`src/rtl/irq_slot_router_pkg.sv`:
```
// rtl/irq_slot_router_pkg.sv - shared types and config register map for the IRQ slot router
package irq_slot_router_pkg;

    // Interrupt handshake states: waiting, /INT driven, vector read in progress, holdoff.
    typedef enum logic [1:0] {
        IDLE   = 2'd0,
        ASSERT = 2'd1,
        ACK    = 2'd2,
        DONE   = 2'd3
    } state_e;

    localparam logic [7:0] CFG_MASK = 8'h40;
    localparam logic [7:0] CFG_MODE = 8'h41;
    localparam logic [7:0] CFG_PEND = 8'h42;

endpackage

```
`src/rtl/irq_slot_arbiter.sv`:
```
// rtl/irq_slot_arbiter.sv - combinational fixed-priority / round-robin slot picker
//
// Ports:
//   req    : masked, synchronised request vector
//   rr_ptr : first slot searched in round-robin mode
//   mode   : 0 = lowest index wins, 1 = round-robin from rr_ptr
//   any    : at least one request is set
//   idx    : index of the winning slot (0 when any=0)
module irq_slot_arbiter
    import irq_slot_router_pkg::*;
#(
    parameter int NUM_SLOTS      = 5,
    parameter int SLOT_IDX_WIDTH = (NUM_SLOTS <= 1) ? 1 : $clog2(NUM_SLOTS)
) (
    input  logic [NUM_SLOTS-1:0]      req,
    input  logic [SLOT_IDX_WIDTH-1:0] rr_ptr,
    input  logic                      mode,
    output logic                      any,
    output logic [SLOT_IDX_WIDTH-1:0] idx
);

    localparam logic [SLOT_IDX_WIDTH-1:0] LAST_IDX = SLOT_IDX_WIDTH'(NUM_SLOTS - 1);

    logic [SLOT_IDX_WIDTH-1:0] pos;
    logic                      found;

    // Walk all slots once starting at the search origin; the first set request wins.
    // The position wraps at NUM_SLOTS rather than at the power of two.
    always_comb begin
        any   = |req;
        idx   = '0;
        found = 1'b0;
        pos   = mode ? rr_ptr : '0;
        for (int k = 0; k < NUM_SLOTS; k++) begin
            if (!found && req[pos]) begin
                found = 1'b1;
                idx   = pos;
            end
            pos = (pos == LAST_IDX) ? '0 : pos + 1'b1;
        end
    end

endmodule

```
`src/rtl/irq_slot_router.sv`:
```
// rtl/irq_slot_router.sv - per-slot IRQ synchroniser, mask, arbiter and Mode-2 /INT handshake
//
// Ports:
//   clk, rst        : single clock, synchronous active-high reset
//   irq_n           : asynchronous active-low level requests, one per slot
//   m1_n, iorq_n    : host bus cycle qualifiers; both low = interrupt acknowledge
//   cfg_we/addr/wdata/rdata : config port (MASK 0x40, MODE 0x41, PEND 0x42 read-only)
//   int_n           : registered host /INT
//   irq_int_active  : an interrupt is latched and outstanding
//   irq_int_slot    : latched winning slot
//   irq_vec_cycle   : registered, high for the duration of the vector read
//   irq_pending     : synchronised, masked request vector
module irq_slot_router
    import irq_slot_router_pkg::*;
#(
    parameter int NUM_SLOTS      = 5,
    parameter int SLOT_IDX_WIDTH = (NUM_SLOTS <= 1) ? 1 : $clog2(NUM_SLOTS),
    parameter int SYNC_STAGES    = 2
) (
    input  logic                      clk,
    input  logic                      rst,
    input  logic [NUM_SLOTS-1:0]      irq_n,
    input  logic                      m1_n,
    input  logic                      iorq_n,
    input  logic                      cfg_we,
    input  logic [7:0]                cfg_addr,
    input  logic [7:0]                cfg_wdata,
    output logic [7:0]                cfg_rdata,
    output logic                      int_n,
    output logic                      irq_int_active,
    output logic [SLOT_IDX_WIDTH-1:0] irq_int_slot,
    output logic                      irq_vec_cycle,
    output logic [NUM_SLOTS-1:0]      irq_pending
);

    localparam logic [SLOT_IDX_WIDTH-1:0] LAST_IDX = SLOT_IDX_WIDTH'(NUM_SLOTS - 1);

    logic [SYNC_STAGES-1:0][NUM_SLOTS-1:0] sync_q, sync_d;
    logic [NUM_SLOTS-1:0]      mask_q, mask_d;
    logic [NUM_SLOTS-1:0]      pend_q, pend_d;
    logic                      mode_q, mode_d;
    logic [SLOT_IDX_WIDTH-1:0] rr_ptr_q, rr_ptr_d;
    logic [SLOT_IDX_WIDTH-1:0] slot_q, slot_d;
    state_e                    state_q, state_d;
    logic                      int_n_q, int_n_d;
    logic                      active_q, active_d;
    logic                      vec_q, vec_d;

    logic                      arb_any;
    logic [SLOT_IDX_WIDTH-1:0] arb_idx;
    logic                      intack;
    logic                      cfg_unused;

    // Upper write-data bits have no storage behind them.
    assign cfg_unused = ^cfg_wdata;

    assign intack = !m1_n && !iorq_n;

    irq_slot_arbiter #(
        .NUM_SLOTS      (NUM_SLOTS),
        .SLOT_IDX_WIDTH (SLOT_IDX_WIDTH)
    ) u_arb (
        .req    (pend_q),
        .rr_ptr (rr_ptr_q),
        .mode   (mode_q),
        .any    (arb_any),
        .idx    (arb_idx)
    );

    // Request pipeline: SYNC_STAGES synchroniser flops on the inverted line, then one
    // registered mask stage. Arbitration always sees the mask as it was a cycle ago,
    // so a MASK write never races the pick made on the same edge.
    always_comb begin
        if (SYNC_STAGES > 1) begin
            sync_d = {sync_q[SYNC_STAGES-2:0], ~irq_n};
        end else begin
            sync_d = ~irq_n;
        end
        pend_d = sync_q[SYNC_STAGES-1] & mask_q;
    end

    always_comb begin
        mask_d = mask_q;
        mode_d = mode_q;
        if (cfg_we && cfg_addr == CFG_MASK) begin
            mask_d = cfg_wdata[NUM_SLOTS-1:0];
        end
        if (cfg_we && cfg_addr == CFG_MODE) begin
            mode_d = cfg_wdata[0];
        end
    end

    always_comb begin
        cfg_rdata = 8'h00;
        case (cfg_addr)
            CFG_MASK: cfg_rdata[NUM_SLOTS-1:0] = mask_q;
            CFG_MODE: cfg_rdata[0]             = mode_q;
            CFG_PEND: cfg_rdata[NUM_SLOTS-1:0] = pend_q;
            default:  ;
        endcase
    end

    always_comb begin
        state_d  = state_q;
        slot_d   = slot_q;
        rr_ptr_d = rr_ptr_q;
        int_n_d  = int_n_q;
        active_d = active_q;
        vec_d    = vec_q;
        case (state_q)
            IDLE: begin
                if (arb_any) begin
                    slot_d   = arb_idx;
                    int_n_d  = 1'b0;
                    active_d = 1'b1;
                    state_d  = ASSERT;
                end
            end
            ASSERT: begin
                // Acknowledge takes precedence over a withdrawal seen on the same edge.
                if (intack) begin
                    vec_d   = 1'b1;
                    state_d = ACK;
                end else if (!pend_q[slot_q]) begin
                    int_n_d  = 1'b1;
                    active_d = 1'b0;
                    state_d  = IDLE;
                end
            end
            ACK: begin
                if (iorq_n) begin
                    int_n_d = 1'b1;
                    vec_d   = 1'b0;
                    state_d = DONE;
                end
            end
            DONE: begin
                active_d = 1'b0;
                if (mode_q) begin
                    rr_ptr_d = (slot_q == LAST_IDX) ? '0 : slot_q + 1'b1;
                end
                state_d = IDLE;
            end
            default: state_d = IDLE;
        endcase
    end

    always_ff @(posedge clk) begin
        if (rst) begin
            sync_q   <= '0;
            pend_q   <= '0;
            mask_q   <= '0;
            mode_q   <= 1'b0;
            rr_ptr_q <= '0;
            slot_q   <= '0;
            state_q  <= IDLE;
            int_n_q  <= 1'b1;
            active_q <= 1'b0;
            vec_q    <= 1'b0;
        end else begin
            sync_q   <= sync_d;
            pend_q   <= pend_d;
            mask_q   <= mask_d;
            mode_q   <= mode_d;
            rr_ptr_q <= rr_ptr_d;
            slot_q   <= slot_d;
            state_q  <= state_d;
            int_n_q  <= int_n_d;
            active_q <= active_d;
            vec_q    <= vec_d;
        end
    end

    assign int_n          = int_n_q;
    assign irq_int_active = active_q;
    assign irq_int_slot   = slot_q;
    assign irq_vec_cycle  = vec_q;
    assign irq_pending    = pend_q;

endmodule

```
`config.mk`:
```
export PLATFORM = sky130hd
export DESIGN_NAME = irq_slot_router
export DESIGN_NICKNAME = d
export VERILOG_FILES = /design/src/rtl/irq_slot_router_pkg.sv /design/src/rtl/irq_slot_arbiter.sv /design/src/rtl/irq_slot_router.sv
export SDC_FILE = /design/constraint.sdc
export NUM_CORES = 1
export LEC_CHECK = 0
export CORE_MARGIN = 2
export CORE_UTILIZATION = 25
export DETAILED_ROUTE_END_ITERATION = 7
export PLACE_DENSITY_LB_ADDON = 0.3
export SLEW_MARGIN = 20
export SYNTH_ARGS = -nofsm -noshare
export SYNTH_HDL_FRONTEND = slang
export SYNTH_HIERARCHICAL = 1
export SYNTH_SLANG_ARGS = --single-unit
```
`constraint.sdc`:
```
create_clock -name clk -period 4.8 [get_ports clk]
set_input_delay 0.96 -clock clk [delete_from_list [all_inputs] [get_ports clk]]
set_output_delay 0.96 -clock clk [all_outputs]
set_load 0.03 [all_outputs]
```
==> summary.md <==
| Metric | Value |
|---|---|
| Fraction of layout cells with a size suffix above 1 | `~11%` |
| Register area share after synthesis | `28.2%` |
| Commonest non-fill, non-tap cell in the layout | `nor2_1` |
| Post-Route WL | `5.53 mm` |
| Min-delay src | `sync_q[7]` |
| Grt ovf | `0` |
| Iteration-0 DRC Markers | `80` |
| FF-to-FF Start | `mode_q` |
| Seq. cell area | `around 640 um2` |
| Synth Register Bits | `32` |
| Comb power frac | `10.4%` |
| Core region area | `slightly below 0.009 mm2` |
| CTS tree | `yes` |
| CP max FO | `5` |
| Worst-path clk slew | `0.07 ns` |
| Met1 Usage GRT | `14.9%` |
| Clk Latency, worst-skew pair | `0.28 ns` |
| CTS root buf | `clkbuf_8` |
| Gate count of the mapped netlist | `275` |
| Period utilization | `a little over four fifths` |
| Worst vdd ir | `0.192 mV` |
| CP cell instances | `nand2_1 -> ha_1 -> inv_1 -> ha_1 -> nand2_1 -> nand2_1 -> ha_1 -> or4_1 -> nand3b_1 -> mux4_2 -> a2111oi_2 -> mux2i_1 -> nand3_1 -> a21oi_1` |
| Post_cts resized | `0` |
| Leakage | `1.04 nW` |
| EDFF count, synth | `0` |
| Clk network pwr share | `39.0%` |
| Hold_buf cts | `0` |
| Crit path launch | `mode_q` |
| I/O Buffers | `38` |
| Synth warn | `6` |
| Initial Utilization | `about a quarter` |
| Syn Area/Cell | `a little over 8 um2` |
| Initial antenna violation count | `0` |
| Met3 Track Usage GR | `2.04%` |
| Pre-CTS setup slack | `0.809 ns` |
| Pre-antenna DRT Iters | `4` |
| DRC Markers | `0` |
| Psw | `0.126 mW` |
| Internal power | `around 0.42 mW` |
| Synth cell types | `about 70` |
| Setup violations, final | `0` |
| Via/cell ratio | `approximately 5` |
| Area growth syn-to-layout | `25.7%` |
| Critical path startpoint category | `flop` |
| Post-CTS setup buffers | `0` |
| Fillers | `944` |
| I/O Pins | `45` |
| Final nets | `354` |
| Die height | `between 90 and 100 um` |
| Synthesized area | `0.00227 mm2` |
| GR peak layer | `met2` |
| Met2 usage | `18.8%` |
| Worst EP arrival | `4.20 ns` |
| Crit path required time | `5.00 ns` |
| Slew Viols, Final | `0` |
| Vias post-DR | `2083` |
| Power Dens Cells | `about 190 mW/mm2` |
| Global-route wire length before repair | `9.23 mm` |
| Detailed Place HPWL | `4.31 mm` |
| Routed Antenna Nets | `0` |
| H-tree levels | `2` |
| Post-Route Setup TNS | `0 ns` |
| Vias in the first global route | `between 1500 and 2000` |
| Multi-input gate area | `roughly 0.0015 mm2` |
| F_max | `~0.25 GHz` |
| Sequential share of power | `50.7%` |
| Overall Global Routing Usage | `11.4%` |
| Post-DR wirelength/cell | `about 13 um` |
| Net Sw Frac | `23.2%` |
| Number of max-cap violations | `0` |
| RSZ-0062 raised after global routing | `no` |
| Largest net degree at the start of global routing | `34` |
| Slowest cell delay on critical path | `0.55 ns` |
| Ys async rst share | `0%` |
| Highest-count cells in the layout ignoring fill and taps | `nor2_1, clkdlybuf4s50_1, dfxtp_1, nand2_1, inv_1` |
| Rows | `34` |
| Critical Path Sink Type | `flop` |
| Setup CP Type | `reg2reg` |
| Worst Hold Class | `reg2reg` |
| Routability congestion estimate | `0.840` |
| Die area | `about 0.0099 mm2` |
| Die W | `99.3 um` |
| Slowest cell on the critical path | `or4_1` |
| Worst-Margin Slew | `between 0.5 and 0.6 ns` |
| Cts bufs inserted | `5` |
| CTS Buffer Depth | `2` |
| Rel. slew slack | `61.4%` |
| # diodes | `0` |
| Final Power | `0.543 mW` |
| Final hold vios | `0` |
| Final Worst Setup Slack | `roughly 0.8 ns` |
| Top FF cell, synth | `dfxtp_1` |
| CTS sink count | `32` |
| Clock period minus worst slack | `4.00 ns` |
| Status | `completed` |
| Worst Skew | `0.00668 ns` |
flip-flops by register name, indices dropped and copies added, names as in the netlist, named ones only:
name	count
irq_vec_cycle	1
irq_int_active	1
mode_q	1
rr_ptr_q	3
sync_d	5
int_n	1
irq_int_slot	3
irq_pending	5
mask_q	5
sync_q	5
state_q	1
power by group through the flow:
stage / Clock, mW / Sequential (mW) / Combinational (mW)
after floorplan: 0 / 0.285 / 0.0268
after global placement: 0 / 0.281 / 0.0563
after detailed placement: 0 / 0.281 / 0.0570
after CTS: 0.219 / 0.275 / 0.0572
after global routing: 0.226 / 0.276 / 0.0617
final: 0.212 / 0.275 / 0.0563
worst max-delay path: cells and delay by family, from the launching register on:
| family | cells | cell delay [ns] |
|---|---|---|
| adder cells (fa/ha/maj) | 3 | 1.13 |
| AND/OR/NAND/NOR | 6 | 1.11 |
| AO/OA/AOI/OAI | 2 | 0.59 |
| multiplexers | 2 | 0.55 |
| flip-flops | 1 | 0.39 |
| buffers and inverters | 1 | 0.13 |
path summary, 6_finish.rpt:
kind,depth (start not counted),slack (ns),end
setup / recovery,14,0.80,irq_int_slot[1]
hold / removal,2,0.42,irq_pending[2]
setup reg to reg,14,0.80,irq_int_slot[1]
hold reg to reg,2,0.42,irq_pending[2]
cell type report:
| type | instances | share of cell area [%] |
|---|---|---|
| Timing Repair Buffer | 44 | 14.7 |
| Clock inverter | 1 | 0.263 |
| Tap cell | 108 | 4.73 |
| Inverter | 20 | 2.63 |
| Clock buffer | 7 | 3.02 |
| Multi-Input combinational cell | 213 | 52.2 |
| Sequential cell | 32 | 22.4 |
cell families (layout without fill, tap and decap cells):
group	after synthesis	in the layout	synth area share, %
AOI/OAI and AO/OA	64	64	20.9
muxes	22	22	11.3
adders and majority gates	12	12	6.61
other	1	3	0.165
and+or+nand+nor	112	112	26.2
buffers and inverters	32	72	6.55
DFF	32	32	28.2
synthesized netlist by cell type (3+ instances only):
master	instances	share of area, %
a211oi_1	3	0.99
a21oi_1	18	4.0
a221oi_1	3	1.2
buf_4	5	1.7
clkbuf_1	4	0.66
dfxtp_1	32	28
ha_1	12	6.6
inv_1	19	3.1
mux2i_1	16	7.0
nand2_1	26	4.3
nand3_1	7	1.5
nand4_1	3	0.83
nor2_1	39	6.4
nor2b_1	10	2.8
nor3_1	4	0.88
o211ai_1	3	0.99
o21ai_0	9	2.0
o22ai_1	3	0.83
per-stage QoR:
| step | hold WS (ns) | util, % | cells | cell area (um2) |
|---|---|---|---|---|
| floorplan | 0.402 | - | 277 | 2280 |
| CTS | 0.419 | 32.6 | 425 | 2860 |
| global placement | 0.410 | 31.6 | 417 | 2770 |
| finish | 0.417 | 32.6 | 425 | 2860 |
| global route | 0.438 | 32.6 | 425 | 2860 |
| detailed placement | 0.409 | 31.6 | 417 | 2770 |
layer usage:
| layer | wire length [um] | part of all wire [%] |
|---|---|---|
| met3 | 233 | 4.2 |
| met5 | 0 | 0 |
| met4 | 57 | 1.0 |
| met2 | 2660 | 48 |
| met1 | 2580 | 47 |
Power figures use the tool's default switching activity.
